==> src/rtl/reg_scoreboard_pkg.sv <==
// Shared definitions for the register scoreboard: register index width,
// register count, and default pending-counter / in-flight limits.
package reg_scoreboard_pkg;

    localparam int REGNOBITS       = 5;
    localparam int REGWORDS        = 32;
    localparam int SB_PEND_BITS    = 2;
    localparam int SB_MAX_INFLIGHT = 4;
    localparam int SB_CNT_BITS     = 3;

endpackage

==> src/rtl/sb_pend_counter.sv <==
// Per-register pending-write counter: counts issued writes not yet retired,
// flags a retire with nothing pending, and reports saturation.
import reg_scoreboard_pkg::*;

module sb_pend_counter #(
    parameter int PEND_BITS = SB_PEND_BITS
) (
    input  logic                 clk,
    input  logic                 reset,
    input  logic                 inc,
    input  logic                 dec,
    output logic [PEND_BITS-1:0] count,
    output logic                 underflow,
    output logic                 saturated
);

    logic [PEND_BITS-1:0] r_count;
    logic                 w_dec_ok;

    assign underflow = dec && (r_count == '0);
    assign saturated = (r_count == '1);
    assign count     = r_count;

    // A retire against an empty counter is discarded, so the count holds at 0
    // and any simultaneous issue still lands.
    assign w_dec_ok  = dec && !underflow;

    always_ff @(posedge clk) begin
        if (reset) begin
            r_count <= '0;
        end else begin
            unique case ({inc, w_dec_ok})
                2'b10:   r_count <= r_count + 1'b1;
                2'b01:   r_count <= r_count - 1'b1;
                default: r_count <= r_count;
            endcase
        end
    end

endmodule

==> src/rtl/reg_scoreboard.sv <==
// Decode-stage issue scoreboard: tracks in-flight writes per register and
// produces the DE stall / issue decision. SCOREBOARD_PERF_EN adds perf counters.
import reg_scoreboard_pkg::*;

module reg_scoreboard #(
    parameter int NUM_REGS     = REGWORDS,
    parameter int PEND_BITS    = SB_PEND_BITS,
    parameter int MAX_INFLIGHT = SB_MAX_INFLIGHT,
    parameter int CNT_BITS     = SB_CNT_BITS
) (
    input  logic                 clk,
    input  logic                 reset,
    input  logic                 issue_valid,
    input  logic [REGNOBITS-1:0] issue_rs1,
    input  logic [REGNOBITS-1:0] issue_rs2,
    input  logic [REGNOBITS-1:0] issue_rd,
    input  logic                 issue_wr,
    input  logic                 flush,
    input  logic                 wb_valid,
    input  logic [REGNOBITS-1:0] wb_rd,
    output logic                 stall,
    output logic                 issue_ack,
    output logic [CNT_BITS-1:0]  inflight_cnt,
    output logic                 err_underflow
`ifdef SCOREBOARD_PERF_EN
    ,
    output logic [31:0]          stall_cycles,
    output logic [31:0]          issue_count
`endif
);

    logic [PEND_BITS-1:0] w_cnt [NUM_REGS];
    logic [NUM_REGS-1:0]  w_uf;
    logic [NUM_REGS-1:0]  w_sat;
    logic                 w_inc;
    logic                 w_dec;
    logic                 w_dec_ok;
    logic                 w_wr;
    logic [PEND_BITS-1:0] w_eff_rs1;
    logic [PEND_BITS-1:0] w_eff_rs2;
    logic                 w_sat_rd;
    logic                 w_lim;
    logic [CNT_BITS-1:0]  r_inflight;
    logic                 r_err;

    assign w_dec    = wb_valid && (wb_rd != '0);
    assign w_inc    = issue_ack && w_wr;
    assign w_dec_ok = w_dec && !(|w_uf);

    // x0 is never tracked: its slot is a constant zero.
    assign w_cnt[0] = '0;
    assign w_uf[0]  = 1'b0;
    assign w_sat[0] = 1'b0;

    for (genvar r = 1; r < NUM_REGS; r++) begin : g_cnt
        localparam logic [REGNOBITS-1:0] IDX = REGNOBITS'(r);
        sb_pend_counter #(
            .PEND_BITS(PEND_BITS)
        ) u_cnt (
            .clk       (clk),
            .reset     (reset),
            .inc       (w_inc && (issue_rd == IDX)),
            .dec       (w_dec && (wb_rd == IDX)),
            .count     (w_cnt[r]),
            .underflow (w_uf[r]),
            .saturated (w_sat[r])
        );
    end

    // Effective counts subtract a same-cycle WB retire, since the register
    // file writes on negedge and the value is readable this cycle.
    always_comb begin
        w_wr      = issue_wr && (issue_rd != '0);
        w_eff_rs1 = w_cnt[issue_rs1] - PEND_BITS'(w_dec && (wb_rd == issue_rs1));
        w_eff_rs2 = w_cnt[issue_rs2] - PEND_BITS'(w_dec && (wb_rd == issue_rs2));
        w_sat_rd  = w_sat[issue_rd] && !(w_dec && (wb_rd == issue_rd));
        w_lim     = (r_inflight - CNT_BITS'(w_dec)) == CNT_BITS'(MAX_INFLIGHT);
        stall     = issue_valid && !reset &&
                    (((issue_rs1 != '0) && (w_eff_rs1 != '0)) ||
                     ((issue_rs2 != '0) && (w_eff_rs2 != '0)) ||
                     (w_wr && (w_sat_rd || w_lim)));
        issue_ack = issue_valid && !stall && !flush && !reset;
    end

    always_ff @(posedge clk) begin
        if (reset) begin
            r_inflight <= '0;
            r_err      <= 1'b0;
        end else begin
            r_inflight <= r_inflight + CNT_BITS'(w_inc) - CNT_BITS'(w_dec_ok);
            if (|w_uf) begin
                r_err <= 1'b1;
            end
        end
    end

    assign inflight_cnt  = r_inflight;
    assign err_underflow = r_err;

`ifdef SCOREBOARD_PERF_EN
    logic [31:0] r_stall_cycles;
    logic [31:0] r_issue_count;

    always_ff @(posedge clk) begin
        if (reset) begin
            r_stall_cycles <= '0;
            r_issue_count  <= '0;
        end else begin
            r_stall_cycles <= r_stall_cycles + 32'(stall);
            r_issue_count  <= r_issue_count + 32'(issue_ack);
        end
    end

    assign stall_cycles = r_stall_cycles;
    assign issue_count  = r_issue_count;
`endif

endmodule

==> config.mk <==
export PLATFORM = sky130hd
export DESIGN_NAME = reg_scoreboard
export DESIGN_NICKNAME = d
export VERILOG_FILES = /design/src/rtl/reg_scoreboard_pkg.sv /design/src/rtl/sb_pend_counter.sv /design/src/rtl/reg_scoreboard.sv
export SDC_FILE = /design/constraint.sdc
export NUM_CORES = 1
export LEC_CHECK = 0
export BUFFER_PORTS_ARGS = -buffer_cell sky130_fd_sc_hd__buf_2
export CAP_MARGIN = 20
export CORE_UTILIZATION = 51
export CTS_CLUSTER_SIZE = 28
export DETAILED_ROUTE_END_ITERATION = 12
export PLACE_DENSITY = 0.72
export SETUP_SLACK_MARGIN = 0.3
export SKIP_LAST_GASP = 1
export SYNTH_ARGS = -nofsm -noshare
export SYNTH_HDL_FRONTEND = slang
export SYNTH_SLANG_ARGS = --single-unit
==> constraint.sdc <==
create_clock -name clk -period 5.69 [get_ports clk]
set_clock_uncertainty 0.2 [all_clocks]
set_input_delay 0.8535 -clock clk [delete_from_list [all_inputs] [get_ports clk]]
set_output_delay 0.8535 -clock clk [all_outputs]
set_load 0.05 [all_outputs]
======== Word-level counts from Yosys, hierarchy flattened ========
Index checks and enable logic that the tools add are counted.
cells by class
  reductions and logical operators ........ 248
  bitwise operators ....................... 2
  magnitude comparators ................... 3
  add/sub/neg operators ................... 67
  mux-type cells .......................... 39
  equality and inequality tests ........... 159
operators with widths
  operator                                                                       count
  5-bit == test (second input constant)                                          32
  1-bit logical AND                                                              140
  2-bit == test (second input constant)                                          62
  2-bit one-hot mux with 2 select lines                                          31
  5-bit by 4-bit == test with 1-bit output (second input constant)               16
  2-bit nonzero test                                                             33
  2-bit by 1-bit adder with 2-bit output (second input constant)                 31
  2-bit by 1-bit == test with 1-bit output (second input constant)               31
  2-bit zero test                                                                31
  2-bit by 1-bit subtractor with 2-bit output (second input constant)            31
  5-bit by 3-bit == test with 1-bit output (second input constant)               8
  1-bit zero test                                                                36
  31-bit OR reduction                                                            1
  2-bit binary-select mux with 5-bit select                                      2
  5-bit by 2-bit == test with 1-bit output (second input constant)               4
  5-bit nonzero test                                                             4
  5-bit == test                                                                  3
  6-bit greater-or-equal comparator (second input constant)                      2
  5-bit NOT with 6-bit output                                                    2
  5-bit by 1-bit == test with 1-bit output (second input constant)               2
  2-bit two-way mux                                                              4
  5-bit by 6-bit less-than comparator with 1-bit output (second input constant)  1
  3-bit by 1-bit subtractor with 3-bit output                                    2
  1-bit binary-select mux with 5-bit select                                      1
  5 further kinds                                                                8
word-level totals
  input port bits ......................... 26
  logic and storage cells ................. 551
  register bits after elaboration ......... 66

======== Logic depth before layout (Yosys ltp) ========
Gate-level depths: netlist of the first run.
  word-level depth ........................ 18
  mapped depth ............................ 21
  mapped depth without buffers ............ 19

======== By module ========
Synthesis of the first run repeated with hierarchy kept, for this count alone.
second synthesis, totals
  cells, all modules ...................... 759
  area total of the unflattened synthesis .. 6541.3 um^2
modules (own cells, without submodules)
  module           instances  cells an instance  seq. area each (um^2)  area an instance (um^2)
  sb_pend_counter  31         13                 40.0                   116.4
  reg_scoreboard   1          356                80.1                   2934.1

======== Worst setup path before layout of the first run ========
Ideal clock, no wire load.
  path kind ............................... input-to-output
  start ................................... input wb_rd[0]
  end ..................................... output stall
  slack ................................... 1.144 ns
  data required time ...................... 4.637 ns
  cell stages on the path ................. 12
  arrival time ............................ 3.493 ns
  cell sequence ........................... clkbuf_1 -> or2_2 -> o31ai_2 -> inv_1 -> ha_1 -> xor2_1 -> nand3b_1 -> nand4_1 -> o21ai_0 -> a31o_2 -> o211a_1 -> a21oi_1
between the ends
  longest elaborated chain between the ends .. 9
RTL lines
  item                                                                                                 RTL line              source
  start, declared                                                                                      reg_scoreboard.sv:20  input logic [REGNOBITS-1:0] wb_rd,
  parallel branches: the longest is 7 deep, another holds 3-bit by 1-bit subtractor with 3-bit output  -
  1-bit logical OR (*)                                                                                 reg_scoreboard.sv:80  ((issue_rs2 != '0) && (w_eff_rs2 != '0)) ||
  1-bit logical AND (*)                                                                                reg_scoreboard.sv:78  stall = issue_valid && !reset &&
  end, declared                                                                                        reg_scoreboard.sv:21  output logic stall,
Every way passes the cells marked *.

======== Worst setup path after layout of the first run ========
  start ................................... input issue_rs1[0]
  end ..................................... output stall
between the ends
  longest elaborated chain between the ends .. 10
RTL lines
  item                                                  RTL line              source
  start, declared                                       reg_scoreboard.sv:14  input logic [REGNOBITS-1:0] issue_rs1,
  5-bit NOT with 6-bit output (implied by the code)     reg_scoreboard.sv:74  w_eff_rs1 = w_cnt[issue_rs1] - PEND_BITS'(w_dec && (wb_rd == issue_rs1));
  2-bit binary-select mux with 5-bit select             reg_scoreboard.sv:74
  2-bit two-way mux (implied by the code) (2 in a row)  reg_scoreboard.sv:74
  2-bit by 1-bit subtractor with 2-bit output           reg_scoreboard.sv:74
  2-bit nonzero test                                    reg_scoreboard.sv:79  (((issue_rs1 != '0) && (w_eff_rs1 != '0)) ||
  1-bit logical AND (*)                                 reg_scoreboard.sv:79
  1-bit logical OR (*)                                  reg_scoreboard.sv:79
  1-bit logical OR (*)                                  reg_scoreboard.sv:80
  1-bit logical AND (*)                                 reg_scoreboard.sv:78
Mark *: on every way between the ends. The rest lies on a longest branch, timed or not. The select of a mux whose other input is x is not followed.

==> results of run 1 <==
## placed cells by master, fill, tap and decap left out, types with 12 or more instances in the layout
master / netlist / final
buf_2: 13 / 31
o21ai_0: 39 / 39
dfxtp_1: 66 / 66
ha_1: 34 / 34
xor2_1: 41 / 41
nor3_1: 41 / 41
mux2i_1: 37 / 37
nor2_1: 79 / 79
or3_1: 32 / 32
nand2_1: 30 / 30
mux4_2: 12 / 12
xnor2_1: 41 / 40
nor2b_1: 15 / 15
nand3_1: 20 / 20
or4_1: 31 / 31
a21oi_1: 61 / 61
## final timing paths
path	from	endpoint	slack, ps
worst max-delay path	issue_rs1[0]	stall	920
worst min-delay path	err_underflow	err_underflow	300
worst max register to register	g_cnt[18].u_cnt.count[0]	g_cnt[25].u_cnt.count[1]	1780
worst min register to register	err_underflow	err_underflow	300
## kinds of logic after synthesis
| group | synth area share |
|---|---|
| AND/OR/NAND/NOR | 0.250 |
| AO/OA/AOI/OAI | 0.155 |
| XOR/XNOR | 0.119 |
| buffers and inverters | 0.0571 |
| flip-flops | 0.219 |
| multiplexers | 0.127 |
| adder cells (fa/ha/maj) | 0.0737 |
## critical path, stage by stage
cell      delay, ps
buf_2           710
mux2i_1         180
mux4_2          490
and3_4          190
a311oi_2        310
a21oi_1         190
o211a_1         310
a21oi_1         180
buf_2           280
## registers in the layout, summed over array words and instances, names as in the netlist
register,count
err_underflow,1
g_cnt.u_cnt.count,62
inflight_cnt,3
## through the flow
| step | setup slack, ps | instance area (um2) | hold WS [ps] |
|---|---|---|---|
| floorplan | 1140 | 6050 | 289 |
| global placement | 813 | 6100 | 264 |
| detailed placement | 702 | 6100 | 277 |
| CTS | 990 | 6350 | 297 |
| global route | 786 | 6380 | 316 |
| finish | 916 | 6380 | 296 |
## report_power, final
| part | switching (uW) | leakage [uW] | total (uW) | internal, uW |
|---|---|---|---|---|
| clock | 189 | 0.000123 | 484 | 295 |
| sequential | 7.46 | 0.000532 | 478 | 470 |
| combinational | 169 | 0.00145 | 246 | 76.8 |
## metal layers
metal,track usage,share of wire
met4,0.169,0.046
met2,0.471,0.44
met3,0.0798,0.11
met1,0.408,0.40
met5,0,0
## layout make-up
| cell class | count | area [um2] |
|---|---|---|
| tap | 143 | 179 |
| multi-input combinational | 606 | 4390 |
| clock buffer | 11 | 243 |
| inverter | 8 | 30.0 |
| timing repair buffer | 36 | 213 |
| clock inverter | 1 | 5.00 |
| fill | 1006 | 5090 |
| sequential | 66 | 1320 |
==> flow_summary.toml, run 1 <==
[setup_path]
critPathKind = "primary input to output port"
ff2ff_path_depth = 10
end_kind = "output port"
worstPathMaxFanout = 33
crit_arrival_ps = 3720
cp.required_ps = 4640
startpoint_type = "primary input"

[synthesis]
netlist.area_leader.share = 0.219
netlist_instances = 739
synth_edf_count = 0
synth_top_area_cell = "dfxtp_1"
seq_area_frac_synth = 0.219
synthArstFlopShare = 0
yosysWarnings = 0
yosysMostFrequentCell = "nor2_1"
syn_area_per_cell_um2 = 8.18
ys_ff_latch = 66
ys.flop_type = "dfxtp_1"
synth_common_cells = "79 x nor2_1, 66 x dfxtp_1, 61 x a21oi_1"
yosysUniqueCellTypes = 65
synth_nets = 800
syn_area_mm2 = 0.00605
ys_top_cells_by_area = "dfxtp_1 22%, ha_1 7.0%, mux2i_1 6.1%"

[global_route]
grt_max_degree = 68
overflow = 0
grt_pass1_wl_mm = 30.3
antenna_found_initial = 0
groute.usage.overall = 0.313
grt_pass1_vias = 5731

[route]
drc_errors = 0
avgViaCountPerCell = 6.84
wl_mm = 18.6
vias = 5954
drtAntennaViolNets = 0
first_pass_iters = 5
drt_iter0_markers = 642
wire_per_inst_um = 21.4

[floorplan]
fp.dieH_um = 111
initial_core_util = 0.527
io_pins = 32
die_width_um = 111
core_mm2 = 0.0115
row_count = 39
die_area_mm2 = 0.0123

[cts]
cts_root_buf = "clkbuf_16"
path_clk_slew_ps = 50
cts_hold_buf = 0
clockBufferDepth = 2
cts_tree = "built"
clock_sinks = 66
numCtsBuffers = 9
insertion_delay_ps = 350
ctsHtreeMaxLevel = 3
cts_resized = 0
post_cts_buffers = 0

[min_path]
hp-class = "register to register"
whs_path_depth = 1

[job]
drv_cap = 0

[power]
power_density_mw_per_mm2 = 189
power.leakage_uw = 0.00211
power.total_uw = 1210
ir_worst_vdd_mv = 0.185

[final_layout]
area_delta_synth_final_pct = 5.48
antennaDiodeCount = 0
final_util = 0.556
nNetsFinal = 788
drive_gt1_frac = 0.106
fin_cells = 871

[placement]
post-place-cells = 858
dp_hpwl_mm = 13.4
gp_congestion = 0.988
portBuffers = 31

[timing]
drv_slew = 0
hold_viol = 0
setup_tns_ps = 0
setup_viol = 0
post-route-period-util = 0.839
period_minus_slack_ps = 4770
worst-slew-pin-transition_ps = 956
grt_setup_unrepaired = "false"
slew_headroom = 0.363
max_freq_ghz = 0.209

[status]
status = "finished clean"
(Power assumes the default switching activity.)
==> run 2, diff against run 1 <==
Settings changed: PLACE_DENSITY 0.72 to 0.75.
Clock period 5.69 ns to 4.1 ns, I/O delays scaled along.
==> run 2 against run 1 <==
  * Total power up 52%
  * Utilization up 12 points
  * Via count up 5.0%
  * Final area up 21%
  * Flip-flop and latch count unchanged
  * Non-clock buffer count up 89
  * Register-to-register slack worse by 1300 ps
  * Final cell count up 11%
  * Die area unchanged
  * Global-route usage up 3.5 points
  * Largest cell class unchanged
  * Largest power group unchanged
  * Highest routed layer unchanged
==> flow_summary.toml, run 2 (synthesis gave the netlist of run 1 again) <==
[final_layout]
final_common_cell = "buf_4"
drive_gt1_frac = 0.294
stdcell_area_mm2 = 0.00770
nNetsFinal = 877
area_delta_synth_final_pct = 27.4
final_cell_mix = "91 x buf_4, 79 x nor2_1, 62 x dfxtp_1"
antennaDiodeCount = 0
largest_reg_flops = 62

[global_route]
grt_pass1_vias = 6215
grt_pass1_wl_mm = 33.3
use_met2 = 0.523
use_met3 = 0.106
grt_max_degree = 67
overflow = 0
grt.busiest_layer = "met2"
antenna_found_initial = 0
met1_usage = 0.461
groute.usage.overall = 0.347

[min_path]
hold_path_end = "err_underflow"
whs_path_depth = 1
hp-class = "register to register"
hp-start = "err_underflow"

[setup_path]
crit_start = "wb_rd[1]"
path_cells = "buf_8 -> buf_4 -> buf_4 -> buf_4 -> nand2b_1 -> or2_0 -> o41ai_1 -> buf_4 -> nor4_1 -> nand4_1 -> nor2_1 -> ha_1 -> inv_1 -> ha_2 -> inv_2 -> fa_2 -> xor2_1 -> xnor2_1 -> nor2_1"
startpoint_type = "primary input"
ff2ff_path_depth = 15
cp.required_ps = 4110
r2r-end = "inflight_cnt[2]"
critPathBufInv = 7
end_kind = "register"
reg2reg_from = "g_cnt[23].u_cnt.count[0]"
r2r_slack_ps = 530
worstPathMaxFanout = 7
critPathKind = "primary input to register"
slowest_delay_ps = 410
cpMostUsedCell = "buf_4"
crit_arrival_ps = 3770
critPathTopFamily = "simple AND/OR/NAND/NOR gates"
slowest_stage = "o41ai_1"

[cts]
numCtsBuffers = 9
ctsHtreeMaxLevel = 3
cts_tree = "built"
path_clk_slew_ps = 50
insertion_delay_ps = 350
clock_sinks = 66
cts_root_buf = "clkbuf_16"
cts_hold_buf = 0
clockBufferDepth = 2

[timing]
period_minus_slack_ps = 3760
post-route-period-util = 0.917
fin_ws_ps = 339
hold_viol = 0
setup_viol = 0
slew_headroom = 0.545
worst-slew-pin-transition_ps = 682
max_freq_ghz = 0.266
drv_slew = 0
setup_tns_ps = 0
grt_setup_unrepaired = "true"

[power]
power_density_mw_per_mm2 = 238
power.leakage_uw = 0.00264
power.total_uw = 1830
ir_worst_vdd_mv = 0.307

[route]
drc_errors = 0
wire_per_inst_um = 21.5
first_pass_iters = 7
drt_iter0_markers = 482
avgViaCountPerCell = 6.49
wl_mm = 20.7
drtAntennaViolNets = 0
vias = 6254

[floorplan]
core_mm2 = 0.0115
die_area_mm2 = 0.0123
io_pins = 32
die_width_um = 111
row_count = 39
initial_core_util = 0.527
fp.dieH_um = 111

[placement]
dp_hpwl_mm = 15.7
pre_cts_slack_ps = -32.7
portBuffers = 31
place_area_mm2 = 0.00732
gp_congestion = 0.978

[job]
drv_cap = 0

[status]
status = "finished clean"
run 2: what timing repair did:
action,in CTS,in global routing
setup buffers,0,5
cloned,0,0
setup endpoints to repair,2,34
pin swaps,0,13
gates resized for setup,2,20
run 2: cell type report:
| cell class | instances | area, um2 |
|---|---|---|
| Tap cell | 143 | 179 |
| Fill cell | 980 | 3760 |
| Clock buffer | 13 | 240 |
| Clock inverter | 3 | 40.0 |
| Multi-Input combinational cell | 606 | 4950 |
| Inverter | 8 | 30.0 |
| Sequential cell | 66 | 1330 |
| Timing Repair Buffer | 125 | 942 |
run 2: worst max path at each step:
stage / endpoint / cells past startpoint
after floorplan: inflight_cnt[2] / 21
after global placement: inflight_cnt[2] / 16
after detailed placement: inflight_cnt[2] / 17
after CTS: stall / 10
after global routing: inflight_cnt[2] / 20
final: inflight_cnt[2] / 19
run 2: power breakdown:
group	switching (uW)	total, uW	internal, uW	leakage, uW
clock network	285	754	469	0.000138
logic	256	418	162	0.00196
registers	11.2	663	652	0.000534
run 2: per-layer routing:
layer | wire [um] | share of wire | vias to the layer above
met1 | 8640 | 0.42 | 2965
met5 | 0 | 0 | -
li1 | - | - | 2869
met2 | 9080 | 0.44 | 343
met4 | 775 | 0.037 | 0
met3 | 2240 | 0.11 | 77
run 2: worst reg2reg max path, stage by stage (launching register included):
cell	delay, ps
dfxtp_2	400
mux2i_1	110
mux4_2	460
and3_4	190
a311oi_2	280
and3_4	250
o211a_1	180
nand4_1	90
ha_1	310
inv_1	60
ha_2	160
inv_2	40
fa_2	350
xor2_1	160
xnor2_1	140
nor2_1	50
run 2: through the flow:
step	std cells	hold slack (ps)	utilization
6_report	964	290	0.672
2_1_floorplan	739	293	-
4_1_cts	959	291	0.663
5_1_grt	964	305	0.672
3_5_place_dp	943	275	0.638
3_3_place_gp	943	262	0.638
